===== config.mk =====
export PLATFORM = sky130hd
export DESIGN_NAME = prim_clock_mux2_sel_ctrl
export DESIGN_NICKNAME = d
export VERILOG_FILES = /design/src/rtl/prim_clock_mux2_sel_ctrl.sv
export SDC_FILE = /design/constraint.sdc
export NUM_CORES = 1
export LEC_CHECK = 0
export ABC_AREA = 1
export CAP_MARGIN = 20
export CORE_MARGIN = 1
export CORE_UTILIZATION = 47
export DETAILED_ROUTE_END_ITERATION = 7
export PLACE_DENSITY_LB_ADDON = 0.12
export SETUP_SLACK_MARGIN = 0.05
export SYNTH_ARGS = -nofsm -noshare
export SYNTH_HDL_FRONTEND = slang
export SYNTH_SLANG_ARGS = --single-unit

===== constraint.sdc =====
create_clock -name clk_i -period 1.2 [get_ports clk_i]
set_input_delay 0.18 -clock clk_i [delete_from_list [all_inputs] [get_ports clk_i]]
set_output_delay 0.18 -clock clk_i [all_outputs]
set_load 0.01 [all_outputs]

===== src/rtl/prim_clock_mux2_sel_ctrl.sv =====
// Select sequencer for a 2:1 clock mux: gate, settle, switch, settle, ungate.
// Optional WAIT_VALID timeout is built when PRIM_CLK_MUX_SEL_TIMEOUT_EN is defined.
//
//  state      | meaning
//  IDLE       | no request in progress, clock enabled
//  GATE_OFF   | downstream clock gated, settling before the sel change
//  WAIT_VALID | gated, waiting for the target clock to report valid
//  SWITCH     | sel driven to target, settling before ungating
//  GATE_ON    | clock re-enabled, completion pulse
module prim_clock_mux2_sel_ctrl #(
    parameter int unsigned SettleCycles  = 4,
    parameter int unsigned TimeoutCycles = 256,
    parameter logic        ResetSel      = 1'b0
) (
    input  logic       clk_i,
    input  logic       rst_i,
    input  logic       req_i,
    input  logic       req_sel_i,
    input  logic [1:0] clk_valid_i,
    output logic       sel_o,
    output logic       clk_en_o,
    output logic       busy_o,
    output logic       ack_o,
    output logic       err_o
);

    localparam int unsigned MaxCnt = (SettleCycles > TimeoutCycles) ? SettleCycles : TimeoutCycles;
    localparam int unsigned CntW   = $clog2(MaxCnt + 1);
    localparam logic [CntW-1:0] SettleLast = CntW'(SettleCycles - 1);

    localparam logic [2:0] ST_IDLE       = 3'd0;
    localparam logic [2:0] ST_GATE_OFF   = 3'd1;
    localparam logic [2:0] ST_WAIT_VALID = 3'd2;
    localparam logic [2:0] ST_SWITCH     = 3'd3;
    localparam logic [2:0] ST_GATE_ON    = 3'd4;

    logic [2:0]      state_q, state_d;
    logic            tgt_q, tgt_d;
    logic            direct_q, direct_d;
    logic [CntW-1:0] cnt_q, cnt_d;
    logic            sel_q, sel_d;
    logic            clk_en_q, clk_en_d;
    logic            busy_q, busy_d;
    logic            ack_q, ack_d;
    logic            entering;
    logic            timed_out;

`ifdef PRIM_CLK_MUX_SEL_TIMEOUT_EN
    localparam logic [CntW-1:0] TmoLast = CntW'(TimeoutCycles - 1);
    logic [CntW-1:0] tmo_q, tmo_d;
    logic            err_q, err_d;
`endif

    always_comb begin
        state_d   = state_q;
        tgt_d     = tgt_q;
        direct_d  = direct_q;
        timed_out = 1'b0;
        case (state_q)
            ST_IDLE: begin
                if (req_i) begin
                    tgt_d = req_sel_i;
                    if (req_sel_i == sel_q) begin
                        // no switch needed: one capture cycle, then the ack cycle
                        state_d  = ST_GATE_ON;
                        direct_d = 1'b1;
                    end else begin
                        state_d = ST_GATE_OFF;
                    end
                end
            end
            ST_GATE_OFF: begin
                if (cnt_q == SettleLast) state_d = ST_WAIT_VALID;
            end
            ST_WAIT_VALID: begin
                if (clk_valid_i[tgt_q]) begin
                    state_d = ST_SWITCH;
                end
`ifdef PRIM_CLK_MUX_SEL_TIMEOUT_EN
                else if (tmo_q == TmoLast) begin
                    state_d   = ST_GATE_ON;
                    timed_out = 1'b1;
                end
`endif
            end
            ST_SWITCH: begin
                if (cnt_q == SettleLast) state_d = ST_GATE_ON;
            end
            ST_GATE_ON: begin
                if (direct_q) direct_d = 1'b0;
                else          state_d  = ST_IDLE;
            end
            default: state_d = ST_IDLE;
        endcase

        entering = (state_d != state_q);
        cnt_d    = '0;
        if (!entering && (state_q == ST_GATE_OFF || state_q == ST_SWITCH)) begin
            cnt_d = cnt_q + CntW'(1);
        end

        // outputs are decoded from the next state so they line up with the state register
        sel_d    = (state_d == ST_SWITCH && state_q != ST_SWITCH) ? tgt_q : sel_q;
        clk_en_d = (state_d == ST_IDLE) || (state_d == ST_GATE_ON);
        busy_d   = (state_d != ST_IDLE);
        ack_d    = (state_d == ST_GATE_ON) && !direct_d;
    end

`ifdef PRIM_CLK_MUX_SEL_TIMEOUT_EN
    always_comb begin
        tmo_d = '0;
        if (!entering && state_q == ST_WAIT_VALID) tmo_d = tmo_q + CntW'(1);
        err_d = timed_out;
    end

    always_ff @(posedge clk_i) begin
        if (rst_i) begin
            tmo_q <= '0;
            err_q <= 1'b0;
        end else begin
            tmo_q <= tmo_d;
            err_q <= err_d;
        end
    end

    assign err_o = err_q;
`else
    assign err_o = 1'b0;
`endif

    always_ff @(posedge clk_i) begin
        if (rst_i) begin
            state_q  <= ST_IDLE;
            tgt_q    <= 1'b0;
            direct_q <= 1'b0;
            cnt_q    <= '0;
            sel_q    <= ResetSel;
            clk_en_q <= 1'b1;
            busy_q   <= 1'b0;
            ack_q    <= 1'b0;
        end else begin
            state_q  <= state_d;
            tgt_q    <= tgt_d;
            direct_q <= direct_d;
            cnt_q    <= cnt_d;
            sel_q    <= sel_d;
            clk_en_q <= clk_en_d;
            busy_q   <= busy_d;
            ack_q    <= ack_d;
        end
    end

    assign sel_o    = sel_q;
    assign clk_en_o = clk_en_q;
    assign busy_o   = busy_q;
    assign ack_o    = ack_q;

endmodule


After elaboration in Yosys (flattened, before gate mapping):

Cells that the tools add are included.

* output and inout bits: 5
* flip-flop bits (word level): 18

* $lt $le $gt $ge: 1
* bitwise logic cells: 1
* mux-type cells: 12
* reductions and logical operators: 12
* add/subtract/negate cells: 1
* equal/unequal tests: 10

Operators with widths (count)
* 2-to-1 mux 3 bit: 6
* one-hot mux 3 bit (5 select lines): 1
* adder 9 x 1 -> 9 bit, second input constant: 1
* == test 3 x 2 -> 1 bit, second input constant: 3
* == test 9 x 2 -> 1 bit, second input constant: 1
* == test 3 bit, second input constant: 2
* logical NOT 3 bit: 2
* 2-to-1 mux 1 bit: 4
* == test 3 x 1 -> 1 bit, second input constant: 1
* logical AND 1 bit: 3
* inequality test 3 x 2 -> 1 bit, second input constant: 1
* inequality test 3 bit: 1
* nonzero test 3 bit: 1
* logical NOT 1 bit: 2
* logical OR 1 bit: 2
* < comparator 1 x 2 -> 1 bit, second input constant: 1
* one-hot mux 1 bit (2 select lines): 1
* AND reduction 2 bit: 1
* OR reduction 2 bit: 1
* == test 1 bit: 1
* NOT 1 bit: 1

Longest topological paths before layout:

* depth in word-level cells: 9
* depth in mapped cells: 8
* mapped depth without buffers: 8

Worst setup path before layout:

Ideal clock, no wire load.

* path type: reg2reg
* start: register cnt_q[0]
* end: register busy_q (netlist: busy_o)
* clock period less this slack: 1.202 ns
* slack: -0.002 ns
* arrival: 1.082 ns
* library setup time: 0.120 ns
* path buffers: 0
* stages on the path, launching flop included: 9
* path through: dfxtp_1 > ha_1 > nand2_2 > nor2_4 > nand2_2 > nand2_1 > nand3_2 > nand2_1 > nand3_1

* word-level cells in the longest chain between the ends: 4

Ends and longest elaborated chain
* start, declared: line 40 `logic [CntW-1:0] cnt_q, cnt_d;`
* start signal, assigned: line 145 `cnt_q <= cnt_d;`
* == test 9 x 2 -> 1 bit (*): line 73, 87
* 2-to-1 mux 3 bit, on equally long branches: line 87, 73
* one-hot mux 3 bit (5 select lines) (*): line 59 `case (state_q)`
* nonzero test 3 bit (*): line 105 `busy_d = (state_d != ST_IDLE);`
* end signal, assigned: line 148 `busy_q <= busy_d;`
* end, declared: line 43 `logic busy_q, busy_d;`

Mark *: on every way between the ends. The rest lies on a longest branch, timed or not.
A chain may end at the register's enable or synchronous reset.

Worst setup path in the final report:

* start: register cnt_q[1]
* end: register busy_q (netlist: busy_o)

The elaborated chain is that of the path after synthesis.

==> impl_metrics.json <==
{
  "cts.clk_slew.worst_paths_ns": 0.10,
  "clkSinkCount": 18,
  "vias_per_cell": 4.650,
  "finalSetupTns_ns": 0,
  "row_count": 14,
  "area_growth_pct": 30.87,
  "r2r_end": "busy_o",
  "hold_buffers": 0,
  "tritoncts": "yes",
  "fin_nets": 141,
  "rsz0062_at_grt": "yes",
  "worst_path_largest_cell_delay_ns": 0.37,
  "synth_area_leaders": "dfxtp_1, nand2_1, inv_1",
  "dr.first_iter.drc_count": 15,
  "dieArea_mm2": 0.001976,
  "yosysSeqAreaShare_pct": 42.54,
  "p_total_mw": 1.116,
  "dr.pass1.iters": 4,
  "die_y_um": 44.46,
  "yosysTopAreaCell": "dfxtp_1",
  "crit_required_ns": 1.39,
  "grt_start_max_net_pins": 11,
  "worstPathMaxFanout": 3,
  "routedWlPerCell_um": 10.10,
  "fillCellCount": 140,
  "cts_buffer_depth": 2,
  "hold_start": "rst_i",
  "p_sw_uw": 259.7,
  "power.share.switching_pct": 23.27,
  "hpwl_um": 1179,
  "finalMaxSlewViolations": 0,
  "htreeDepth": 1,
  "grt_pass1_vias": 645,
  "ys_ff_latch": 18,
  "min_period_ns": 1.190,
  "overflow": 0,
  "ctsRootBufferMaster": "clkbuf_4",
  "grt_pass1_wl_um": 2566,
  "p_int_uw": 856.5,
  "die_x_um": 44.46,
  "place.gp.congestion": 0.7926,
  "synth_area_per_cell_um2": 7.302,
  "vias": 730,
  "antenna_found_initial": 0,
  "cp.arrival_ns": 1.38,
  "drive_gt1_share_pct": 31.58,
  "status": "completed",
  "combinationalPowerShare_pct": 10.4,
  "port_buffers": 9,
  "hold_path.class": "in2reg",
  "netlist_instances": 116,
  "hold_viol": 0,
  "drcViolationCount": 0,
  "endpoint_kind": "flip-flop",
  "initial_core_util_pct": 53.14,
  "gr-usage-all-layers_pct": 18.02,
  "worst-setup-path-type": "reg2reg",
  "vdd_drop_max_mv": 0.5574,
  "seqPwrFrac_pct": 56.3,
  "path_cells": "ha_4 > nand2_4 > nor2_4 > nand2_4 > nand2_2 > nand3_2 > nand2_2 > nand3_2",
  "drv_cap": 0,
  "netlist.area_leader.share_pct": 42.54,
  "cp_slowest_cell": "dfxtp_2",
  "synth_nets": 123,
  "holdPathEnd": "direct_q",
  "post-route-period-util_pct": 99.13,
  "r2r_cells": 8,
  "rr_startpoint": "cnt_q[1]",
  "max_freq_mhz": 840.7,
  "ys_types": 21,
  "synth_area_um2": 847.1,
  "drt-total-wl_um": 1586,
  "startpoint_type": "flip-flop",
  "r2r_setup_slack_ns": 0.01,
  "clk_latency_ns": 0.29,
  "whs_path_depth": 2,
  "power.leakage_nw": 0.4928,
  "ioPinCount": 11,
  "core_mm2": 0.001594,
  "finClkSkew_ns": 0.007084,
  "regArea_um2": 369.1,
  "p_per_area_mw_per_mm2": 1007,
  "setup_viol": 0,
  "multi_input_area_um2": 466.7,
  "ant_nets": 0,
  "p_clk_share_pct": 33.3,
  "numCtsBuffers": 3,
  "final_cell_mix": "inv_1, nand2_1, nor2_1",
  "diodes": 0,
  "yosys_warnings": 0
}
-- cell usage after synthesis (all sizes together) --
| library cell | instances |
|---|---|
| nor3 | 3 |
| nand2 | 25 |
| dfxtp | 18 |
| inv | 22 |
| conb | 1 |
| xor2 | 4 |
| ha | 1 |
| nand3 | 13 |
| a21oi | 4 |
| nor2 | 19 |
| o21ai | 4 |
| nor3b | 1 |
| buf | 1 |
-- per-layer routing --
metal	vias to the layer above	global-route usage, %	part of all wire [%]
met2	23	27.94	48
met5	-	0	0
met3	4	3.673	6.7
met1	314	23.68	44
li1	389	-	-
met4	0	9.091	1.2
-- metrics by stage --
stage	area [um2]	hold slack [ns]	setup slack, ns	cells	utilization [%]
2_1_floorplan	850.8	0.2593	0.06379	116	-
3_3_place_gp	985.9	0.4815	-0.08406	151	61.85
3_5_place_dp	985.9	0.4900	-0.1075	151	61.85
4_1_cts	1059	0.4546	-0.0004018	155	66.41
5_1_grt	1109	0.4597	-0.07390	157	69.54
6_report	1109	0.4624	0.01049	157	69.54
-- area by class of cell --
| type | instances | share of cell area (%) |
|---|---|---|
| Clock buffer | 4 | 3.273 |
| Inverter | 22 | 7.449 |
| Multi-Input combinational cell | 75 | 42.10 |
| Sequential cell | 18 | 33.30 |
| Tap cell | 24 | 2.709 |
| Timing Repair Buffer | 14 | 11.17 |
-- state kept, by name, indices dropped and copies added, names as in the netlist --
signal	cells
clk_en_o	1
state_q	3
tgt_q	1
cnt_q	9
sel_o	1
ack_o	1
direct_q	1
busy_o	1
-- what timing repair did --
item                       CTS  global route
setup buffers                0             2
setup endpoints to repair    9            15
pin swaps                    3             6
cloned                       0             0
hold endpoints to repair     0             0
gates resized for setup     14            16
-- worst max-delay path: cells and delay by family, from the launching register on --
kind / cells / cell delay [ns]
flops: 1 / 0.37
simple gates: 7 / 0.56
fa+ha+maj: 1 / 0.16
-- worst max-delay path by stage --
| stage | from | endpoint | slack, ns | cells past startpoint |
|---|---|---|---|---|
| 2_1_floorplan | cnt_q[1] | busy_o | 0.06 | 8 |
| 3_3_place_gp | req_sel_i | busy_o | -0.08 | 8 |
| 3_5_place_dp | req_i | busy_o | -0.11 | 7 |
| 4_1_cts | cnt_q[0] | busy_o | -0.0004 | 8 |
| 5_1_grt | cnt_q[3] | busy_o | -0.07 | 8 |
| 6_report | cnt_q[1] | busy_o | 0.01 | 8 |
-- kinds of logic after synthesis --
kind of cell    count (synthesis)  synth area share, %
fa+ha+maj                       1                1.477
buf+inv                        23                10.64
xor+xnor                        4                4.135
other cells                     1               0.4427
compound gates                  8                4.726
simple gates                   61                36.04
flops                          18                42.54
-- power by group through the flow --
stage,Combinational (mW),Sequential (mW),Clock [mW]
global route,0.134,0.631,0.412
CTS,0.115,0.628,0.383
finish,0.116,0.628,0.371
detailed placement,0.115,0.641,0
floorplan,0.0617,0.644,0
global placement,0.113,0.641,0
No activity file was read; power rests on OpenSTA's default activity.
==> patch 1: new RTL, config.mk and constraints unchanged <==
The parameter `TimeoutCycles` goes from 256 to 512.
--- a/src/rtl/prim_clock_mux2_sel_ctrl.sv
+++ b/src/rtl/prim_clock_mux2_sel_ctrl.sv
@@ -10,5 +10,5 @@
 module prim_clock_mux2_sel_ctrl #(
     parameter int unsigned SettleCycles  = 4,
-    parameter int unsigned TimeoutCycles = 256,
+    parameter int unsigned TimeoutCycles = 512,
     parameter logic        ResetSel      = 1'b0
 ) (
Check against the original RTL: same outputs for any inputs over 10 cycles, from zero or initial values and one cycle with rst_i high; that may be too few to reach the edited logic, so the function may still have changed.
==> patch 1 against the unedited design <==
Worst hold slack better by 0.048 ns. Critical path type unchanged. Clock skew is 0.0021 ns lower. Cell area is 9.1% higher. Synthesized area is 3.5% higher. Sequential share of layout area is 1.3 points lower. Wire length is 9.9% higher. The flow now finishes with violations (setup timing). Sequential cell count is 1 higher. Critical endpoint unchanged. Combinational power is 22% higher. Via count is 7.8% higher. Setup slack worse by 0.063 ns. Global-route usage is 0.093 points higher. Total power is 0.75% higher.
==> patch 1: results (changes against the unedited design) <==
[route]
avgRoutedWirePerCell_um=10.31  ; was 10.10 µm
vias_after_detailed_routing=787  ; was 730
route.layer.met1.wl_um=734  ; was 702 µm
routed-wl-met2_um=926  ; was 757 µm

[sta]
fin_ws_ns=-0.05259  ; was 0.01049 ns
final.setup_skew_ns=0.004960  ; was 0.007084 ns
finalSetupViolations=9  ; was 0

[grt]
grt.total_usage_pct=18.11  ; was 18.02%
grt_max_degree=12  ; was 11
number_of_global_route_vias_before_repair=688  ; was 645
grt_use_met1_pct=18.86  ; was 23.68%
m2_gr_usage_pct=33.91  ; was 27.94%

[placed_design]
dp_cells=160  ; was 151
detailed_place.area_um2=1064  ; was 985.9 µm²
routabilityCongestion=0.7748  ; was 0.7926
placement.setup.worst_slack_ns=-0.1546  ; was -0.1075 ns

[run_status]
failed_checks=setup timing
status=complete, but fails checks  ; was complete, no violations

[logic_synthesis]
yosys-top-cells-count=22 x sky130_fd_sc_hd__nand2_1, 21 x sky130_fd_sc_hd__nor2_1, 19 x sky130_fd_sc_hd__dfxtp_1, 17 x sky130_fd_sc_hd__inv_1, 11 x sky130_fd_sc_hd__nand3_1  ; was 23 x sky130_fd_sc_hd__nand2_1, 21 x sky130_fd_sc_hd__inv_1, 18 x sky130_fd_sc_hd__dfxtp_1, 15 x sky130_fd_sc_hd__nor2_1, 11 x sky130_fd_sc_hd__nand3_1
synth_seq_area_share_pct=43.37  ; was 42.54%
synth_adder_area_share_pct=1.427  ; was 1.477%
ys_types=23  ; was 21
synthTopCellsByArea=sky130_fd_sc_hd__dfxtp_1 43%, sky130_fd_sc_hd__nand2_1 9.4%, sky130_fd_sc_hd__nor2_1 9.0%, sky130_fd_sc_hd__inv_1 7.3%, sky130_fd_sc_hd__nand3_1 6.3%  ; was sky130_fd_sc_hd__dfxtp_1 43%, sky130_fd_sc_hd__nand2_1 10%, sky130_fd_sc_hd__inv_1 9.3%, sky130_fd_sc_hd__nor2_1 6.6%, sky130_fd_sc_hd__nand3_1 6.5%

[cts]
cts_setup_buffers=1  ; was 0

[finish]
final_nets=152  ; was 141
fillers=151  ; was 140

[hold_path]
hp-class=flip-flop to flip-flop  ; was input pin to flip-flop

[power]
internal_power_mw=0.8406  ; was 0.8565 mW

patch 1: worst min-delay path: stages (launching register included):
cell	delay [ns]
sky130_fd_sc_hd__dfxtp_2	0.36
sky130_fd_sc_hd__nand2_1	0.07
sky130_fd_sc_hd__a21oi_1	0.06
patch 1: layout make-up:
class / count / share of cell area [%]
timing repair buffer: 20 / 14.17
tap: 25 / 2.585
clock buffer: 3 / 1.861
clock inverter: 1 / 0.4137
sequential: 19 / 31.95
multi-input combinational: 84 / 43.74
inverter: 17 / 5.274
patch 1: worst min path at each step:
stage	start	to	slack, ns	depth (start not counted)
floorplan	rst_i	ack_o	0.25	1
global placement	cnt_q[6]	cnt_q[6]	0.49	2
detailed placement	cnt_q[3]	cnt_q[3]	0.51	2
CTS	cnt_q[3]	cnt_q[3]	0.52	2
global route	cnt_q[3]	cnt_q[3]	0.53	2
finish	cnt_q[3]	cnt_q[3]	0.51	2
==> patch 2: new RTL, same flow settings <==
Made on the original files. The parameter `ResetSel` goes from 1'b0 to 1'b1.
--- a/src/rtl/prim_clock_mux2_sel_ctrl.sv
+++ b/src/rtl/prim_clock_mux2_sel_ctrl.sv
@@ -11,5 +11,5 @@
     parameter int unsigned SettleCycles  = 4,
     parameter int unsigned TimeoutCycles = 256,
-    parameter logic        ResetSel      = 1'b0
+    parameter logic        ResetSel      = 1'b1
 ) (
     input  logic       clk_i,
Check against the original RTL: not equivalent (Yosys sat finds a counterexample within 4 cycles, from zero or initial values and one cycle with rst_i high).
==> patch 2 against the unedited design <==
The flow now finishes with violations (DRC). Setup slack worse by 0.0062 ns. Cell area is 4.3% higher. Sequential cell count stayed put. Maximum frequency is 0.52% lower. Clock skew is 0.0051 ns lower. Wire length is 17% higher. Total power is 3.1% higher. Synthesized area is 3.1% lower. Worst hold slack better by 0.0070 ns.
==> patch 2: results (changes against the unedited design) <==
[run_status]
status=complete, but fails checks  ; was complete, no violations
failed_checks=DRC

[power]
ir_drop_mv=0.6300  ; was 0.5574 mV
cellLeakagePower_nw=0.5209  ; was 0.4928 nW
internal_power_mw=0.8666  ; was 0.8565 mW

[grt]
grt.total_usage_pct=19.21  ; was 18.02%
global_route_wire_length_before_repair_mm=2.718  ; was 2.566 mm
number_of_global_route_vias_before_repair=692  ; was 645

[finish]
drive_gt1_share_pct=39.86  ; was 31.58%
antenna_cells_inserted=0  ; unchanged
reg_top3=cnt_q: 9 flops, state_q: 3 flops  ; unchanged

[route]
avgRoutedWirePerCell_um=12.03  ; was 10.10 µm
firstDrtPassIters=6  ; was 4
drt_iter0_markers=23  ; was 15
drt_drc_violations_left=2  ; was 0
vias_after_detailed_routing=764  ; was 730
via_density_per_instance=4.961  ; was 4.650

[logic_synthesis]
synthTopCellsByArea=sky130_fd_sc_hd__dfxtp_1 44%, sky130_fd_sc_hd__nand2_1 11%, sky130_fd_sc_hd__inv_1 9.1%, sky130_fd_sc_hd__nand3_1 8.5%, sky130_fd_sc_hd__nor2_1 6.9%  ; was sky130_fd_sc_hd__dfxtp_1 43%, sky130_fd_sc_hd__nand2_1 10%, sky130_fd_sc_hd__inv_1 9.3%, sky130_fd_sc_hd__nor2_1 6.6%, sky130_fd_sc_hd__nand3_1 6.5%
ys_types=18  ; was 21
syn-mean-instance-area_um2=7.015  ; was 7.302 µm²
yosys-top-cells-count=25 x sky130_fd_sc_hd__nand2_1, 20 x sky130_fd_sc_hd__inv_1, 18 x sky130_fd_sc_hd__dfxtp_1, 15 x sky130_fd_sc_hd__nor2_1, 14 x sky130_fd_sc_hd__nand3_1  ; was 23 x sky130_fd_sc_hd__nand2_1, 21 x sky130_fd_sc_hd__inv_1, 18 x sky130_fd_sc_hd__dfxtp_1, 15 x sky130_fd_sc_hd__nor2_1, 11 x sky130_fd_sc_hd__nand3_1
synth_seq_area_share_pct=43.90  ; was 42.54%
syn_nets=124  ; was 123

[setup_path]
r2r_end=busy_o  ; unchanged
worst-r2r-cell-count=8  ; unchanged
worst_r2r_startpoint=cnt_q[1]  ; unchanged
max_stage_delay_ns=0.37  ; about the same
crit_family=simple AND/OR/NAND/NOR gates  ; unchanged

[sta]
finalHoldWorstSlack_ns=0.4693  ; was 0.4624 ns
fmax_ghz=0.8363  ; was 0.8407 GHz
final.setup_skew_ns=0.001963  ; was 0.007084 ns
fin_setup_tns_ns=0  ; unchanged

[cts]
h-tree-depth=1  ; unchanged
worstSkewPairLatency_ns=0.29  ; about the same
max-clock-path-buffers=2  ; unchanged
clk_slew_on_worst_s_h_paths_ns=0.11

[hold_path]
whs_endpoint=tgt_q  ; was direct_q
holdCritStartpoint=req_sel_i  ; was rst_i
number_of_cells_on_the_worst_hold_path=3  ; was 2

[placed_design]
dp_hpwl_mm=1.122  ; was 1.179 mm
routabilityCongestion=0.8225  ; was 0.7926
placement.setup.worst_slack_ns=-0.1369  ; was -0.1075 ns

-- patch 2: metrics by stage --
step                total power, mW  area, µm²
floorplan                    0.7023      824.5
finish                        1.150       1156
detailed placement           0.7575      957.2
global placement             0.7559      957.2
global route                  1.194       1156
CTS                           1.128       1049
-- patch 2: layout make-up --
type / instances / area (µm²)
fill: 118 / 420.4
inverter: 22 / 82.58
multi-input combinational: 76 / 495.5
timing repair buffer: 18 / 152.6
sequential: 18 / 369.1
clock buffer: 4 / 36.28
tap: 16 / 20.02
-- patch 2: timing repair --
| action | CTS | global route |
|---|---|---|
| buffers inserted | 1 | 4 |
| endpoints found under the setup margin | 19 | 16 |
| pin swaps | 6 | 11 |
| gates resized for setup | 17 | 26 |
-- patch 2: cells by family after synthesis --
group / synth area share (%)
simple gates: 35.21
xor+xnor: 4.268
buf+inv: 10.98
other cells: 0.4569
fa+ha+maj: 1.524
compound gates: 3.657
flops: 43.90
-- patch 2: layer usage --
layer | part of all wire [%] | vias to the layer above | global-route usage [%]
met5 | 0 | - | 0
met4 | 1.5 | 0 | 6.875
li1 | - | 397 | -
met3 | 4.8 | 4 | 5.417
met1 | 47 | 342 | 23.27
met2 | 46 | 21 | 32.24
-- patch 2: power groups by stage --
stage	Clock (mW)	Combinational, mW	Sequential, mW
after global routing	0.408	0.151	0.635
after CTS	0.381	0.117	0.630
final	0.382	0.135	0.633
after detailed placement	0	0.115	0.642
after floorplan	0	0.0578	0.645
after global placement	0	0.114	0.642
-- patch 2: worst max-delay path by stage --
stage                         start     end  cells past startpoint
after floorplan            cnt_q[1]  busy_o                      8
after global routing       cnt_q[1]  busy_o                      8
after CTS                  cnt_q[0]  busy_o                      8
after detailed placement  req_sel_i  busy_o                      8
after global placement    req_sel_i  busy_o                      8
final                      cnt_q[1]  busy_o                      8
-- patch 2: worst min-delay path: cells and delay by family --
family          cells  cell delay (ns)
buf+inv             2             0.49
compound gates      1             0.06
